`config.mk`:
```
export PLATFORM = sky130hd
export DESIGN_NAME = fifo_prog
export DESIGN_NICKNAME = d
export VERILOG_FILES = /design/src/rtl/fifo_prog.sv
export SDC_FILE = /design/constraint.sdc
export NUM_CORES = 1
export LEC_CHECK = 0
export CAP_MARGIN = 10
export CORE_MARGIN = 5
export CORE_UTILIZATION = 64
export DETAILED_ROUTE_END_ITERATION = 10
export PLACE_DENSITY = 0.95
export SETUP_SLACK_MARGIN = 0.3
export SLEW_MARGIN = 25
export SYNTH_ARGS = -nofsm -noshare
export SYNTH_HDL_FRONTEND = slang
export SYNTH_SLANG_ARGS = --single-unit
```
`constraint.sdc`:
```
create_clock -name clk -period 5.4 [get_ports clk]
set_input_delay 0.81 -clock clk [delete_from_list [all_inputs] [get_ports clk]]
set_output_delay 0.81 -clock clk [all_outputs]
set_load 0.05 [all_outputs]
```
`src/rtl/fifo_prog.sv`:
```
// fifo_prog: single-clock FIFO with occupancy count, programmable almost
// flags, sticky overflow/underflow and elaboration-time FWFT selection.
module fifo_prog #(
    parameter int WIDTH     = 8,
    parameter int DEPTH     = 16,
    parameter int ADDR      = $clog2(DEPTH),
    parameter int AF_THRESH = DEPTH - 4,
    parameter int AE_THRESH = 4,
    parameter int FWFT      = 0
) (
    input  logic             clk,
    input  logic             rst,        // asynchronous, active-low
    input  logic             wr_en,
    input  logic             rd_en,
    input  logic             err_clr,
    input  logic [WIDTH-1:0] data_in,
    output logic [WIDTH-1:0] data_out,
    output logic             full,
    output logic             empty,
    output logic             almost_full,
    output logic             almost_empty,
    output logic [ADDR:0]    count,
    output logic             overflow,
    output logic             underflow
);

    localparam logic [ADDR:0] CNT_FULL = (ADDR+1)'(DEPTH);
    localparam logic [ADDR:0] CNT_AF   = (ADDR+1)'(AF_THRESH);
    localparam logic [ADDR:0] CNT_AE   = (ADDR+1)'(AE_THRESH);

    logic [WIDTH-1:0] mem [DEPTH];
    logic [ADDR:0]    wr_ptr;
    logic [ADDR:0]    rd_ptr;
    logic             wr_acc;
    logic             rd_acc;
    logic [WIDTH-1:0] head;

    // Flags come only from the count register so they never glitch.
    assign full         = (count == CNT_FULL);
    assign empty        = (count == '0);
    assign almost_full  = (count >= CNT_AF);
    assign almost_empty = (count <= CNT_AE);

    // Acceptance uses the pre-edge flags: full favours the read, empty the write.
    assign wr_acc = wr_en && !full;
    assign rd_acc = rd_en && !empty;

    assign head = mem[rd_ptr[ADDR-1:0]];

    // Storage array; deliberately not reset.
    always_ff @(posedge clk) begin
        if (wr_acc) mem[wr_ptr[ADDR-1:0]] <= data_in;
    end

    // Pointers wrap modulo 2*DEPTH; count tracks net accepted operations.
    always_ff @(posedge clk or negedge rst) begin
        if (!rst) begin
            wr_ptr <= '0;
            rd_ptr <= '0;
            count  <= '0;
        end else begin
            if (wr_acc) wr_ptr <= wr_ptr + 1'b1;
            if (rd_acc) rd_ptr <= rd_ptr + 1'b1;
            case ({wr_acc, rd_acc})
                2'b10:   count <= count + 1'b1;
                2'b01:   count <= count - 1'b1;
                default: count <= count;
            endcase
        end
    end

    // Sticky error flags; a new error event wins over a same-cycle clear.
    always_ff @(posedge clk or negedge rst) begin
        if (!rst) begin
            overflow  <= 1'b0;
            underflow <= 1'b0;
        end else begin
            if (wr_en && full)   overflow  <= 1'b1;
            else if (err_clr)    overflow  <= 1'b0;
            if (rd_en && empty)  underflow <= 1'b1;
            else if (err_clr)    underflow <= 1'b0;
        end
    end

    generate
        if (FWFT != 0) begin : g_fwft
            // Head word is visible before the pop; zero when nothing is stored.
            assign data_out = empty ? '0 : head;
        end else begin : g_std
            logic [WIDTH-1:0] dout_q;
            // Registered read: load the head on each accepted pop, hold otherwise.
            always_ff @(posedge clk or negedge rst) begin
                if (!rst)        dout_q <= '0;
                else if (rd_acc) dout_q <= head;
            end
            assign data_out = dout_q;
        end
    endgenerate

endmodule

```
Yosys cells after proc, flatten, opt, wreduce, memory -nomap -nowiden
Memories as Yosys holds them, arrays and structs flattened. A register that Yosys moved wholly into a read port is not among the register bits. Cells that the tools add are included.

Register bits: 17. Memory bits (writable): 128. Input port bits: 13. Memories: 1.

Memories: mem (words 16, width 8, read ports 1, clocked after memory_dff 1, write ports 1, RTL line 31) `logic [WIDTH-1:0] mem [DEPTH];`.

Mux-type cells: 6. Add/sub/neg operators: 4. Equal/unequal tests: 3. Reductions and logical operators: 11. $lt $le $gt $ge: 2.

Operators by type and width (count): 5-bit by 1-bit adder with 5-bit output, second input constant (3); 5-bit case mux with 2 select lines (1); 2-bit nonzero test (3); 5-bit equality test, second input constant (1); 5-bit by 4-bit >= comparator with 1-bit output, second input constant (1); 5-bit by 3-bit less-or-equal comparator with 1-bit output, second input constant (1); 5-bit zero test (1); 1-bit 2-to-1 mux (5); 5-bit by 1-bit subtractor with 5-bit output, second input constant (1); 1-bit logical AND (4); 1-bit zero test (3); 2-bit by 1-bit equality test with 1-bit output, second input constant (1); 2-bit equality test, second input constant (1).

Depth between registers and ports, before layout
Gate-level depths: netlist of run 1.

Depth in word-level cells: 5. Mapped depth: 12.

Worst setup path after synthesis of run 1
No wires, ideal clock.

Path kind: register to register. Start: reg count[1]. End: reg count[4]. Stages on the path, launching flop included: 13. Buffers on the path: 2. Period minus slack after synthesis: 2894 ps. Arrival: 2766 ps. Setup slack: 2506 ps. Required time: 5272 ps. Path through: dfrtp_1 -> buf_6 -> or4_4 -> o21ai_4 -> inv_2 -> ha_1 -> clkbuf_1 -> xor2_1 -> ha_1 -> and3b_1 -> o21ai_0 -> a21oi_1 -> xor2_1.

Longest elaborated chain between the ends: 5. Elaborated cells between the ends (all ways): 12. Classes of those cells: add/sub (2); eq/ne (3); mux (1); reduce/logical (6).

Ends and longest elaborated chain: from (decl) (RTL line 22) `output logic [ADDR:0] count,`; from (signal assigned) (RTL line 65) `2'b10: count <= count + 1'b1;`; from (signal assigned) (RTL line 66) `2'b01: count <= count - 1'b1;`; from (signal assigned) (RTL line 67) `default: count <= count;`; 5-bit zero test * (RTL line 40) `assign empty = (count == '0);`; 1-bit zero test * (RTL line 46) `assign rd_acc = rd_en && !empty;`; 1-bit logical AND * (RTL line 46); via rd_acc (RTL line 35) `logic rd_acc;`; 2-bit by 1-bit equality test with 1-bit output / 2-bit equality test (equally long branches) (RTL line 64) `case ({wr_acc, rd_acc})`; 5-bit case mux with 2 select lines / 2-bit nonzero test (equally long branches).

The timed path passes the listed nets; every way through them passes the cells marked *. A chain may end at the register's enable or synchronous reset.

Worst setup path after layout of run 1
Start: reg count[1]. End: out empty.

Longest elaborated chain between the ends: 1.

Ends and longest elaborated chain: 5-bit zero test (RTL line 40); to (decl) (RTL line 19) `output logic empty,`.

No other way between the ends.

==> results of run 1 <==
-- worst max-delay path, delay by kind of cell (launching register included) --
family                 cells  cell delay (ps)
DFF                        1              500
and+or+nand+nor            2              760
buffers and inverters      1              840
-- metrics by stage --
stage | total power [uW] | std cells | hold WS (ps) | cell area, sq um | utilization [%]
3_3_place_gp | 2820 | 464 | 483 | 6470 | 70.1
6_report | 3990 | 496 | 267 | 7030 | 76.1
5_1_grt | 4160 | 496 | 298 | 7030 | 76.1
4_1_cts | 3990 | 496 | 276 | 7010 | 75.9
2_1_floorplan | 2540 | 320 | 514 | 6090 | -
3_5_place_dp | 2870 | 464 | 478 | 6470 | 70.0
-- power by group --
part           internal [uW]  switching (uW)
clock network            586             520
registers               1450             146
logic                    532             756
total                   2570            1420
-- final cells by class --
cell class / instances / area (sq um)
Tap cell: 129 / 161
Clock buffer: 17 / 414
Clock inverter: 15 / 131
Timing Repair Buffer: 34 / 328
Sequential cell: 151 / 4420
Multi-Input combinational cell: 144 / 1560
Fill cell: 487 / 2210
Inverter: 6 / 22.5
-- logic make-up after synthesis --
logic type      count (synthesis)
buf+inv                        25
mux                            48
compound gates                 24
xor+xnor                       13
fa+ha+maj                       8
flops                         151
simple gates                   51
-- routing by layer --
| layer | up-vias | wire length (um) | global-route usage, % |
|---|---|---|---|
| li1 | 1333 | - | - |
| met1 | 1645 | 4950 | 31.9 |
| met2 | 177 | 6270 | 38.1 |
| met3 | 32 | 940 | 5.46 |
| met4 | 0 | 331 | 9.47 |
| met5 | - | 0 | 0 |
-- layout by cell type (no fill, tap or decap), drive strengths merged, types with 8 or more instances in the layout --
cell type        n
dfrtp           23
mux4            32
clkdlybuf4s50   30
nor2            15
edfxtp         128
ha               8
mux2i           15
nand2           18
clkbuf          17
inv             17
-- state kept, by name, indices dropped and copies added (netlist names) --
signal     cells
underflow      1
mem          128
count          5
data_out       8
rd_ptr         4
overflow       1
wr_ptr         4
-- path summary, 6_finish.rpt --
check                                      start                 endpoint  slack, ps  cells after the start
max                         count[1]$_DFFE_PN0P_                    empty       1970                      3
min                                          rst    wr_ptr[2]$_DFFE_PN0P_        270                      1
max reg2reg                 count[1]$_DFFE_PN0P_     count[2]$_DFFE_PN0P_       2300                     10
min reg2reg                underflow$_DFFE_PN0P_    underflow$_DFFE_PN0P_        510                      1
max in group asynchronous                    rst  data_out[4]$_DFFE_PN0P_       4770                      1
min in group clk           underflow$_DFFE_PN0P_    underflow$_DFFE_PN0P_        510                      1
==> impl_results.md, run 1 <==
- Post-layout min period: 3430 ps
- Syn Area/Cell: about 19 sq um
- Die W: 108 um
- CTS tree: done
- Post-CTS sizing: 0
- Max_slew headroom: 36.7%
- Top post-synthesis cells by area: edfxtp_1 (63%), mux4_2 (12%), dfrtp_1 (9.5%)
- Worst Skew: 7.16 ps
- Ys async rst share: 15.2%
- Slowest CP cell: clkdlybuf4s50_1
- Routed length per instance: between 20 and 30 um
- Pwr/cell area: roughly 570 nW/um^2
- Syn Inst Count: 320
- RSZ-0062 raised after global routing: false
- Synth Area in XOR/XNOR: roughly 1.9%
- Vias in the first global route: 3,287
- Port bufs: 31
- Max VDD drop: 0.295 mV
- Detail Route Antenna Nets: 0
- Worst-Margin Slew: about 950 ps
- CTS root buf: clkbuf_8
- Compound-Gate Fraction of Synth Area: roughly 3.3%
- Die area: 11,600 sq um
- Max Fanout on Critical Path: 10
- Setup TNS: 0 ps
- Final hold vios: 0
- Critical path class: reg -> out
- CTS Hold Buffers Added: 0
- CTS max path bufs: 2
- Core box area: ~9200 sq um
- First-pass GRT wire length: 19.7 mm
- Adder-Cell Fraction of Synth Area: 1.64%
- Routability cong.: 0.824
- Layout cells sized above 1: 21.3%
- Cts bufs inserted: 17
- Cell Rows: 35
- Initial antenna violation count: 0
- Ys flop type: edfxtp_1
- Slack of the critical path: a little under 2000 ps
- Ys Warns: 0
- Largest family of logic cells by synthesized area: multiplexers
- Die Y: roughly 110 um
- Total track usage: 23.7%
- Post-synth top cells: edfxtp_1 (128), mux4_2 (32), dfrtp_1 (23)
- DP Wirelength: 7.38 mm
- Antenna cells: 0
- Final setup fails: 0
- Initial cell density of the core: between 60 and 70%
- Final WL: 12.5 mm
- Synth Register Bits: between 150 and 200
- CP max stage delay: 840 ps
- Sink Count: 151
- Netlist cell types: 38
- Synth top area share: 63.1%
- Leakage: between 0.002 and 0.0025 uW
- H-tree levels: 4
- CP cell instances: or4_4 -> nor2_1 -> clkdlybuf4s50_1
- Net Count, Synth: 341
- Worst Path Required: ~4600 ps
- Setup Fix Bufs, Post-CTS: 0
- Clk slew on worst S/H paths: roughly 70 ps
- Critical path arrival: 2620 ps
- Routed vias: 3,187
- Worst slack, placed: just under 2000 ps
- Slew Limit Fails: 0
- Worst setup SP type: flop
- Worst Hold Class: in -> async
- Seq/Total Area, Yosys: 72.6%
- Area Overhead vs Synth: 15.5%
- Simple-gate share of the synthesized area: roughly 4%
- Status: finished, final reports clean
- Number of DRC markers in iteration 0: between 300 and 400
- Most common cell in the netlist: edfxtp_1
- Layout Nets: 375
- Post-synth EDFFs: 128
- Max_cap viols: 0
- Vias/cell: 6.43
- Setup crit end kind: primary output
- DRC errors left: 0
- Period utilization: 63.5%
- Largest net degree at the start of global routing: 35
- First-pass DRT Iterations: 5
- Mux cell area share after synthesis: 14.5%
- Synth area leader: edfxtp_1
- IO Pins: 32
- Clock latency on the worst-skew pair: 530 ps
- Synth Cell Area: 6090 sq um
- Max frequency: 292 MHz
- Congestion Overflow GR: 0
Note: power is estimated with default switching activity, not from simulation.
==> inputs of run 2 (changes only) <==
Settings changed: CORE_UTILIZATION 64 to 53, PLACE_DENSITY 0.95 to 0.86.
Clock period 5.4 ns to 2.9 ns, I/O delays scaled along.
==> impl_results.md, run 2 (synthesized netlist as in run 1, its figures left out) <==
- Status: finished, final reports clean (unchanged)
- Routability cong.: 0.892 (was 0.824)
- Cell mode on critical path: xor2_1
- Max VDD drop: 0.865 mV (was 0.295 mV)
- Die area: 13,700 sq um (was 11,600 sq um)
- Most frequent cells in the layout: edfxtp_1 (128), mux4_2 (32), clkdlybuf4s50_1 (29) (was edfxtp_1 (128), mux4_2 (32), clkdlybuf4s50_1 (30))
- Layout Nets: 399 (was 375)
- IO Pins: 32 (unchanged)
- Cell-internal power: 4960 uW (was 2570 uW)
- Leakage: 0.00252 uW (was 0.00241 uW)
- Vias/cell: 5.91 (was 6.43)
- Max_slew headroom: 46.3% (was 36.7%)
- Pwr/cell area: 1030 nW/um^2 (was 567 nW/um^2)
- Max frequency: 403 MHz
- Switching Share: 33.8% (was 35.6%)
- FF/Latch Area: 4420 sq um (about the same)
- Worst Skew: 8.01 ps (was 7.16 ps)
- CTS max path bufs: 2 (unchanged)
- Max_cap viols: 0 (unchanged)
- Initial antenna violation count: 0 (unchanged)
- Setup crit end kind: flop (was primary output)
- RSZ-0062 raised after global routing: false (unchanged)
- Max Fanout on Critical Path: 9 (was 10)
- Total track usage: 19.7% (was 23.7%)
- Final hold vios: 0 (unchanged)
- Die Y: 117 um (was 108 um)
- Fin util: 64.0% (was 76.1%)
- Sink Count: 151 (unchanged)
- Setup TNS: 0 ps (unchanged)
- Multi-input logic area: 1560 sq um (about the same)
- Antenna cells: 0 (unchanged)
- Clk slew on worst S/H paths: 60 ps (was 70 ps)
- Worst-Margin Slew: 805 ps (was 946 ps)
- DRC errors left: 0 (unchanged)
- Switching Power: 2530 uW (was 1420 uW)
- Clock latency on the worst-skew pair: 410 ps (was 530 ps)
- Period utilization: 85.6%
- Part of the power in registers: 40.3% (was 40.0%)
- Core box area: 11,300 sq um (was 9240 sq um)
- Worst Hold Class: in -> async (unchanged)
- CP bufs+invs: 2 (was 1)
- Max FFs per register: 128 (unchanged)
- Commonest non-fill, non-tap cell in the layout: edfxtp_1 (unchanged)
- Port bufs: 31 (unchanged)
- Final setup fails: 0 (unchanged)
- CTS root buf: clkbuf_16 (was clkbuf_8)
- Critical path class: reg -> reg (was reg -> out)
- CP max stage delay: 570 ps (was 840 ps)
- Area Overhead vs Synth: 19.0% (was 15.5%)
- CTS tree: done (unchanged)
- Worst Path Required: 3180 ps (was 4590 ps)
- Layout cells sized above 1: 26.4% (was 21.3%)
- Vias in the first global route: 3,353 (was 3,287)
- DP Wirelength: 7.80 mm (was 7.38 mm)
- First-pass DRT Iterations: 4 (was 5)
- Routed length per instance: 22.4 um (was 25.2 um)
- Die W: 117 um (was 108 um)
- Layout filler cell count: 771 (was 487)
- Combinational share of power: 32.6% (was 32.3%)
- Cts bufs inserted: 17 (unchanged)
- CP cell instances: or4_4 -> o21ai_4 -> inv_4 -> ha_4 -> xor2_1 -> ha_2 -> inv_1 -> a32oi_1 -> a21oi_2 -> xor2_1 (was or4_4 -> nor2_1 -> clkdlybuf4s50_1)
- H-tree levels: 4 (unchanged)
- Detail Route Antenna Nets: 0 (unchanged)
- Routed vias: 3,152 (was 3,187)
- Slew Limit Fails: 0 (unchanged)
- Worst setup SP type: flop (unchanged)
- Number of DRC markers in iteration 0: 361 (was 305)
- Congestion Overflow GR: 0 (unchanged)
- Slowest CP cell: or4_4 (was clkdlybuf4s50_1)
- CTS Hold Buffers Added: 0 (unchanged)
- Final WL: 11.9 mm (was 12.5 mm)
- Largest net degree at the start of global routing: 27 (was 35)
- Critical path arrival: 2770 ps (was 2620 ps)
- Family with the most delay on the worst path: simple AND/OR/NAND/NOR gates (was buffers and inverters)
- First-pass GRT wire length: 19.1 mm (was 19.7 mm)
- Cell Rows: 39 (was 35)
- Clock power share: 27.1% (was 27.7%)
- Post-layout min period: 2480 ps
- Initial cell density of the core: 53.8% (was 65.9%)
-- run 2: cell type report --
cell class                      instances  share of cell area (%)
Tap cell                              143                    2.47
Timing Repair Buffer                   58                    7.01
Multi-Input combinational cell        144                    21.5
Clock buffer                           17                    5.87
Clock inverter                         14                    1.71
Inverter                                6                   0.345
Sequential cell                       151                    61.1
-- run 2: per-stage QoR --
stage | area [sq um] | setup slack, ps | hold slack, ps | cells | total power (uW)
after detailed placement | 6680 | 348 | 505 | 499 | 5480
after floorplan | 6130 | 212 | 139 | 320 | 4760
after global routing | 7250 | 307 | 393 | 533 | 7870
final | 7250 | 416 | 376 | 533 | 7490
after CTS | 7220 | 288 | 366 | 530 | 7530
after global placement | 6680 | 481 | 499 | 499 | 5360
-- run 2: layer usage --
metal | wire length [um] | track usage, % | vias to the layer above
li1 | - | - | 1381
met1 | 4580 | 24.7 | 1636
met2 | 6250 | 32.4 | 124
met3 | 1000 | 7.66 | 11
met4 | 110 | 5.28 | 0
met5 | 0 | 0 | -
-- run 2: repair_timing --
item / 4_1_cts / 5_1_grt
setup buffers: 0 / 3
resized for setup: 2 / 4
cloned: 0 / 0
endpoints found under the setup margin: 2 / 4
pin swaps: 0 / 2
-- run 2: power by group through the flow --
stage,Clock [uW],Sequential [uW],Combinational (uW)
floorplan,0,3190,1580
global placement,0,3030,2330
detailed placement,0,3060,2420
CTS,2070,3030,2430
global route,2190,3060,2620
finish,2030,3020,2440
-- run 2: worst paths after layout --
kind | start | endpoint | slack, ps | cells past startpoint
worst max-delay path | count[3]$_DFFE_PN0P_ | count[4]$_DFFE_PN0P_ | 420 | 10
min in group clk | overflow$_DFFE_PN0P_ | overflow$_DFFE_PN0P_ | 520 | 1
worst max register to register | count[3]$_DFFE_PN0P_ | count[4]$_DFFE_PN0P_ | 420 | 10
max in group asynchronous | rst | count[3]$_DFFE_PN0P_ | 2270 | 2
worst min-delay path | rst | count[0]$_DFFE_PN0P_ | 380 | 2
worst min register to register | overflow$_DFFE_PN0P_ | overflow$_DFFE_PN0P_ | 520 | 1
-- run 2: worst reg2reg max path, cell delays in order, from the launching register on --
cell and delay (ps):
dfrtp_2 450, or4_4 570, o21ai_4 180, inv_4 90, ha_4 190, xor2_1 150
ha_2 220, inv_1 50, a32oi_1 230, a21oi_2 90, xor2_1 150
